==> src/rtl/reg_datapath_if.sv <==
// Operation request, register-file load/read port and status for reg_datapath.
interface reg_datapath_if #(
  parameter int WIDTH = 32,
  parameter int AW    = 4
);
  logic             start;
  logic [3:0]       op;
  logic [AW-1:0]    ra;
  logic [AW-1:0]    rb;
  logic [AW-1:0]    rc;
  logic             ld_en;
  logic [AW-1:0]    ld_addr;
  logic [WIDTH-1:0] ld_data;
  logic [AW-1:0]    rd_addr;
  logic [WIDTH-1:0] rd_data;
  logic             busy;
  logic             done;
  logic             err;
  logic [WIDTH-1:0] hi;
  logic [WIDTH-1:0] lo;

  modport master (
    output start, op, ra, rb, rc, ld_en, ld_addr, ld_data, rd_addr,
    input  rd_data, busy, done, err, hi, lo
  );

  modport slave (
    input  start, op, ra, rb, rc, ld_en, ld_addr, ld_data, rd_addr,
    output rd_data, busy, done, err, hi, lo
  );
endinterface

==> src/rtl/reg_datapath.sv <==
// Single-bus register datapath: three-step sequencer moving R[rb] -> Ry,
// alu(Ry, R[rc]) -> Z, Zlo -> R[ra] over one shared internal bus.
//
// state  | meaning
// IDLE   | waiting; external loads accepted, start begins an operation
// T1     | bus = R[rb], Ry loaded
// T2     | bus = R[rc], Z loaded from the ALU
// T3     | bus = Zlo, written back to R[ra] (and HI/LO for MUL)
module reg_datapath #(
  parameter int WIDTH = 32,
  parameter int NREGS = 16
) (
  input  logic           clock,
  input  logic           clear,
  reg_datapath_if.slave  dp
);
  localparam int AW = $clog2(NREGS);
  localparam int SW = $clog2(WIDTH);

  localparam logic [1:0] S_IDLE = 2'd0;
  localparam logic [1:0] S_T1   = 2'd1;
  localparam logic [1:0] S_T2   = 2'd2;
  localparam logic [1:0] S_T3   = 2'd3;

  localparam logic [3:0] OP_ADD = 4'd0;
  localparam logic [3:0] OP_SUB = 4'd1;
  localparam logic [3:0] OP_AND = 4'd2;
  localparam logic [3:0] OP_OR  = 4'd3;
  localparam logic [3:0] OP_SHL = 4'd4;
  localparam logic [3:0] OP_SHR = 4'd5;
  localparam logic [3:0] OP_NOT = 4'd6;
  localparam logic [3:0] OP_MUL = 4'd7;

  logic [WIDTH-1:0]   regs_q [NREGS];
  logic [WIDTH-1:0]   regs_d [NREGS];
  logic [1:0]         state_q, state_d;
  logic [3:0]         op_q, op_d;
  logic [AW-1:0]      ra_q, ra_d;
  logic [AW-1:0]      rb_q, rb_d;
  logic [AW-1:0]      rc_q, rc_d;
  logic [WIDTH-1:0]   ry_q, ry_d;
  logic [2*WIDTH-1:0] z_q, z_d;
  logic [WIDTH-1:0]   hi_q, hi_d;
  logic [WIDTH-1:0]   lo_q, lo_d;
  logic               done_q, done_d;
  logic               err_q, err_d;

  logic [WIDTH-1:0]   ibus;
  logic [2*WIDTH-1:0] alu_z;
  logic               alu_ill;
  logic [SW-1:0]      shamt;
  logic [2*WIDTH-1:0] mul_a;
  logic [2*WIDTH-1:0] mul_b;

  // Exactly one source drives the shared bus in each state.
  always_comb begin
    ibus = '0;
    case (state_q)
      S_T1:    ibus = regs_q[rb_q];
      S_T2:    ibus = regs_q[rc_q];
      S_T3:    ibus = z_q[WIDTH-1:0];
      default: ibus = '0;
    endcase
  end

  assign shamt = ibus[SW-1:0];
  assign mul_a = {{WIDTH{1'b0}}, ry_q};
  assign mul_b = {{WIDTH{1'b0}}, ibus};

  always_comb begin
    alu_z   = '0;
    alu_ill = 1'b0;
    case (op_q)
      OP_ADD:  alu_z = {{WIDTH{1'b0}}, ry_q + ibus};
      OP_SUB:  alu_z = {{WIDTH{1'b0}}, ry_q - ibus};
      OP_AND:  alu_z = {{WIDTH{1'b0}}, ry_q & ibus};
      OP_OR:   alu_z = {{WIDTH{1'b0}}, ry_q | ibus};
      OP_SHL:  alu_z = {{WIDTH{1'b0}}, ry_q << shamt};
      OP_SHR:  alu_z = {{WIDTH{1'b0}}, ry_q >> shamt};
      OP_NOT:  alu_z = {{WIDTH{1'b0}}, ~ry_q};
      OP_MUL:  alu_z = mul_a * mul_b;
      default: alu_ill = 1'b1;
    endcase
  end

  always_comb begin
    state_d = state_q;
    op_d    = op_q;
    ra_d    = ra_q;
    rb_d    = rb_q;
    rc_d    = rc_q;
    ry_d    = ry_q;
    z_d     = z_q;
    hi_d    = hi_q;
    lo_d    = lo_q;
    regs_d  = regs_q;
    done_d  = 1'b0;
    err_d   = 1'b0;
    case (state_q)
      S_IDLE: begin
        if (dp.ld_en) regs_d[dp.ld_addr] = dp.ld_data;
        if (dp.start) begin
          op_d    = dp.op;
          ra_d    = dp.ra;
          rb_d    = dp.rb;
          rc_d    = dp.rc;
          state_d = S_T1;
        end
      end
      S_T1: begin
        ry_d    = ibus;
        state_d = S_T2;
      end
      S_T2: begin
        z_d     = alu_z;
        done_d  = 1'b1;
        err_d   = alu_ill;
        state_d = S_T3;
      end
      default: begin
        regs_d[ra_q] = ibus;
        if (op_q == OP_MUL) begin
          hi_d = z_q[2*WIDTH-1:WIDTH];
          lo_d = ibus;
        end
        // The done cycle also accepts the next request for back-to-back issue.
        if (dp.start) begin
          op_d    = dp.op;
          ra_d    = dp.ra;
          rb_d    = dp.rb;
          rc_d    = dp.rc;
          state_d = S_T1;
        end else begin
          state_d = S_IDLE;
        end
      end
    endcase
  end

  always_ff @(posedge clock) begin
    if (!clear) begin
      for (int i = 0; i < NREGS; i++) regs_q[i] <= '0;
      state_q <= S_IDLE;
      op_q    <= '0;
      ra_q    <= '0;
      rb_q    <= '0;
      rc_q    <= '0;
      ry_q    <= '0;
      z_q     <= '0;
      hi_q    <= '0;
      lo_q    <= '0;
      done_q  <= 1'b0;
      err_q   <= 1'b0;
    end else begin
      for (int i = 0; i < NREGS; i++) regs_q[i] <= regs_d[i];
      state_q <= state_d;
      op_q    <= op_d;
      ra_q    <= ra_d;
      rb_q    <= rb_d;
      rc_q    <= rc_d;
      ry_q    <= ry_d;
      z_q     <= z_d;
      hi_q    <= hi_d;
      lo_q    <= lo_d;
      done_q  <= done_d;
      err_q   <= err_d;
    end
  end

  assign dp.rd_data = regs_q[dp.rd_addr];
  assign dp.busy    = (state_q != S_IDLE);
  assign dp.done    = done_q;
  assign dp.err     = err_q;
  assign dp.hi      = hi_q;
  assign dp.lo      = lo_q;
endmodule
==> src/flat_wrapper.sv <==
// flat-port wrapper written by rule: the top's interface ports become plain ports
module reg_datapath_flat 
#(
  parameter int WIDTH = 32,
  parameter int NREGS = 16
)
  (clock, clear, dp_start, dp_op, dp_ra, dp_rb, dp_rc, dp_ld_en, dp_ld_addr, dp_ld_data, dp_rd_addr, dp_rd_data, dp_busy, dp_done, dp_err, dp_hi, dp_lo);
  reg_datapath_if #(.WIDTH(WIDTH)) dp_i ();
  input  logic clock;
  input  logic clear;
  input wire logic [$bits(dp_i.start)-1:0] dp_start;
  input wire logic [$bits(dp_i.op)-1:0] dp_op;
  input wire logic [$bits(dp_i.ra)-1:0] dp_ra;
  input wire logic [$bits(dp_i.rb)-1:0] dp_rb;
  input wire logic [$bits(dp_i.rc)-1:0] dp_rc;
  input wire logic [$bits(dp_i.ld_en)-1:0] dp_ld_en;
  input wire logic [$bits(dp_i.ld_addr)-1:0] dp_ld_addr;
  input wire logic [$bits(dp_i.ld_data)-1:0] dp_ld_data;
  input wire logic [$bits(dp_i.rd_addr)-1:0] dp_rd_addr;
  output wire logic [$bits(dp_i.rd_data)-1:0] dp_rd_data;
  output wire logic [$bits(dp_i.busy)-1:0] dp_busy;
  output wire logic [$bits(dp_i.done)-1:0] dp_done;
  output wire logic [$bits(dp_i.err)-1:0] dp_err;
  output wire logic [$bits(dp_i.hi)-1:0] dp_hi;
  output wire logic [$bits(dp_i.lo)-1:0] dp_lo;
  assign dp_i.start = dp_start;
  assign dp_i.op = dp_op;
  assign dp_i.ra = dp_ra;
  assign dp_i.rb = dp_rb;
  assign dp_i.rc = dp_rc;
  assign dp_i.ld_en = dp_ld_en;
  assign dp_i.ld_addr = dp_ld_addr;
  assign dp_i.ld_data = dp_ld_data;
  assign dp_i.rd_addr = dp_rd_addr;
  assign dp_rd_data = dp_i.rd_data;
  assign dp_busy = dp_i.busy;
  assign dp_done = dp_i.done;
  assign dp_err = dp_i.err;
  assign dp_hi = dp_i.hi;
  assign dp_lo = dp_i.lo;
  reg_datapath #(.WIDTH(WIDTH), .NREGS(NREGS)) u_core (.clock(clock), .clear(clear), .dp(dp_i));
endmodule
==> config.mk <==
export PLATFORM = sky130hd
export DESIGN_NAME = reg_datapath_flat
export DESIGN_NICKNAME = d
export VERILOG_FILES = /design/src/rtl/reg_datapath_if.sv /design/src/rtl/reg_datapath.sv /design/src/flat_wrapper.sv
export SDC_FILE = /design/constraint.sdc
export NUM_CORES = 2
export LEC_CHECK = 0
export ABC_AREA = 1
export CAP_MARGIN = 20
export CORE_MARGIN = 2
export CORE_UTILIZATION = 50
export CTS_CLUSTER_SIZE = 10
export DETAILED_ROUTE_END_ITERATION = 8
export DONT_BUFFER_PORTS = 1
export PLACE_DENSITY = 0.64
export SLEW_MARGIN = 20
export SYNTH_ARGS = -nofsm -noshare
export SYNTH_HDL_FRONTEND = slang
export SYNTH_SLANG_ARGS = --single-unit
==> constraint.sdc <==
create_clock -name clock -period 25 [get_ports clock]
set_input_delay 5 -clock clock [delete_from_list [all_inputs] [get_ports clock]]
set_output_delay 5 -clock clock [all_outputs]
set_load 0.005 [all_outputs]
==> impl_metrics.env <==
export IMPL_wl_met2_um=162900
export IMPL_netlist_top_cell_by_area="fa_1"
export IMPL_cts_num_sinks=692
export IMPL_port_buffers=0
export IMPL_cp_common_cell="fa_1"
export IMPL_place_inst=13481
export IMPL_finalPower_mw=10.50
export IMPL_setup_ws_ns=11.85
export IMPL_wl_met1_um=139000
export IMPL_start_kind="flip-flop"
export IMPL_p_comb_share_pct=71.7
export IMPL_rsz0062_at_grt="no"
export IMPL_path_max_fanout=88
export IMPL_vdd_drop_max_mv=0.1644
export IMPL_area_growth_pct=3.682
export IMPL_synth_top_family_by_area="adder cells"
export IMPL_mostFrequentLayoutCell="nand2_1"
export IMPL_final_cells=13622
export IMPL_top_layer_used="met5"
export IMPL_synth_fp_nets=13315
export IMPL_ys_types=51
export IMPL_clk_latency_ns=0.78
export IMPL_synthXorXnorAreaFrac_pct=0.5461
export IMPL_syn_cell_area_sq_um=81790
export IMPL_synth_seq_area_share_pct=16.94
export IMPL_seqPwrFrac_pct=16.8
export IMPL_switchingPower_mw=6.293
export IMPL_final_cell_mix="nand2_1 (2,756), inv_1 (1,681), a21oi_1 (1,177)"
export IMPL_cts_tree="yes"
export IMPL_synth_edf_count=0
export IMPL_antenna_found_initial=16
export IMPL_hold_violations=0
export IMPL_slowest_delay_ns=0.97
export IMPL_nets=12657
export IMPL_r2r_cells=34
export IMPL_p_leak_nw=38.42
export IMPL_io_pins=159
export IMPL_die_h_um=408.5
export IMPL_yosys_area_share_simple_pct=23.20
export IMPL_first_iter_violations=14425
export IMPL_pwr_share_clk_pct=11.6
export IMPL_clockRootBuffer="clkbuf_16"
export IMPL_status="finished, violations left"
export IMPL_min_path_cells=2
export IMPL_ant_nets=0
export IMPL_grt_max_degree=513
export IMPL_num_rows=148
export IMPL_viasPerCell=6.554
export IMPL_post_dp_hpwl_um=257600
export IMPL_drive_gt1_share_pct=4.109
export IMPL_crit_required_ns=25.56
export IMPL_cts_resized_gates=0
export IMPL_hold_buffers=0
export IMPL_post_cts_setup_buffers=0
export IMPL_post_route_period_util_pct=52.58
export IMPL_internal_power_mw=4.203
export IMPL_synth_fa_ha_area_share_pct=26.59
export IMPL_drt_first_pass_iters=9
export IMPL_grt_pass1_wl_um=579900
export IMPL_route_met3_wl_um=59450
export IMPL_setup_viol=0
export IMPL_period_needed_ns=13.15
export IMPL_skew_ns=0.06391
export IMPL_synth_avg_cell_area_sq_um=6.785
export IMPL_gp_congestion=1.138
export IMPL_hold_ws_ns=0.4545
export IMPL_synthMuxAreaShare_pct=0
export IMPL_slew_headroom_pct=12.95
export IMPL_grt_pass1_vias=85653
export IMPL_endpoint_kind="flip-flop"
export IMPL_start_util_pct=50.31
export IMPL_maxCapViolations=0
export IMPL_maxSlewViolCount=0
export IMPL_wl_per_cell_um=29.34
export IMPL_setup_tns_ns=0
export IMPL_clk_pin_slew_ns=0.06
export IMPL_drt_total_wl_um=399700
export IMPL_critPathSlowestCell="clkinv_2"
export IMPL_syn_inst=12055
export IMPL_netlist_area_leader_share_pct=21.95
export IMPL_synthTopCellsByArea="fa_1 (22%), dfxtp_1 (17%), nand2_1 (13%)"
export IMPL_vias=89284
export IMPL_synth_seq_cells=692
export IMPL_cts_buffer_depth=3
export IMPL_power_switching_share_pct=59.96
export IMPL_dp_slack_ns=12.47
export IMPL_worstMarginPinSlew_ns=1.292
export IMPL_cp_data_arrival_time_ns=13.70
export IMPL_hp_class="reg -> reg"
export IMPL_coreArea_sq_um=162600
export IMPL_yosys_warnings=0
export IMPL_h_tree_depth=3
export IMPL_power_density_nw_per_um2=123.8
export IMPL_dieArea_sq_um=166800
export IMPL_numCtsBuffers=86
export IMPL_failed_checks="DRC"
export IMPL_synth_compound_area_share_pct=19.62
export IMPL_r2r_slack_ns=11.85
export IMPL_synth_main_ff_cell="dfxtp_1"
export IMPL_die_w_um=408.5
export IMPL_crit_type="reg -> reg"
export IMPL_async_flop_share_pct=0
export IMPL_grt_usage_pct=46.82
export IMPL_grt_remaining_overflow=0
export IMPL_post_route_drc_count=1
export IMPL_max_freq_ghz=0.07607
-- metal layers --
| metal | GRT usage [%] | vias up |
|---|---|---|
| met5 | 0 | - |
| met4 | 35.23 | 16 |
| met3 | 15.77 | 2078 |
| met2 | 68.39 | 7225 |
| met1 | 57.00 | 42331 |
| li1 | - | 37634 |
-- through the flow --
step	instance area, sq um	util (%)
global route	84790	52.15
global placement	82220	50.57
floorplan	81790	-
CTS	84730	52.11
finish	84810	52.16
detailed placement	82220	50.57
-- cell families after synthesis --
kind of cell	Yosys count
flops	692
simple gates	4682
buf+inv	2700
fa+ha+maj	1200
compound gates	2730
xor+xnor	51
-- registers in the layout, summed over array words and instances, names as in the netlist --
| name | flops |
|---|---|
| u_core.dp.lo | 32 |
| u_core.dp.done | 1 |
| u_core.dp.err | 1 |
| u_core.state_q | 2 |
| u_core.ra_q | 4 |
| u_core.z_q | 64 |
| u_core.op_q | 4 |
| u_core.regs_q | 512 |
| u_core.ry_q | 32 |
| u_core.rc_q | 4 |
| u_core.dp.hi | 32 |
| u_core.rb_q | 4 |
-- power groups by stage --
stage / Combinational, mW / Sequential (mW) / Clock (mW)
3_5_place_dp: 7.13 / 1.76 / 0
2_1_floorplan: 4.78 / 1.64 / 0
5_1_grt: 7.98 / 1.78 / 1.25
6_report: 7.52 / 1.76 / 1.21
3_3_place_gp: 7.06 / 1.75 / 0
4_1_cts: 7.16 / 1.74 / 1.21
-- path summary, 6_finish.rpt --
kind,to,from
min,u_core.dp.hi[31],u_core.z_q[63]
max,u_core.z_q[47],u_core.rb_q[0]
min reg2reg,u_core.dp.hi[31],u_core.z_q[63]
max reg2reg,u_core.z_q[47],u_core.rb_q[0]
-- worst max-delay path: cells and delay by family (launching register included) --
family | cells | cell delay, ns
flops | 1 | 0.73
compound gates | 6 | 1.67
buf+inv | 7 | 4.20
fa+ha+maj | 8 | 3.82
simple gates | 13 | 2.22
-- layout make-up --
class	instances	area, sq um
Tap cell	2175	2721
Fill cell	16478	77780
Antenna cell	8	20.02
Timing Repair Buffer	215	1654
Sequential cell	692	13880
Multi-Input combinational cell	8663	57450
Clock inverter	15	153.9
Clock buffer	115	2362
Inverter	1739	6560
-- cell usage after synthesis, types with 24 or more instances --
cell	instances
dfxtp_1	692
nor2_1	915
ha_1	303
xor2_1	38
a21oi_1	1177
a21boi_0	24
o21ai_0	748
fa_1	897
nand3_1	870
buf_4	58
buf_1	101
clkbuf_1	633
nand4_1	26
buf_6	24
o211ai_1	120
a31oi_1	118
inv_2	31
a221oi_1	392
nand2_1	2763
nor3_1	43
inv_1	1695
o221ai_1	59
buf_2	144
(Power assumes the default switching activity.)
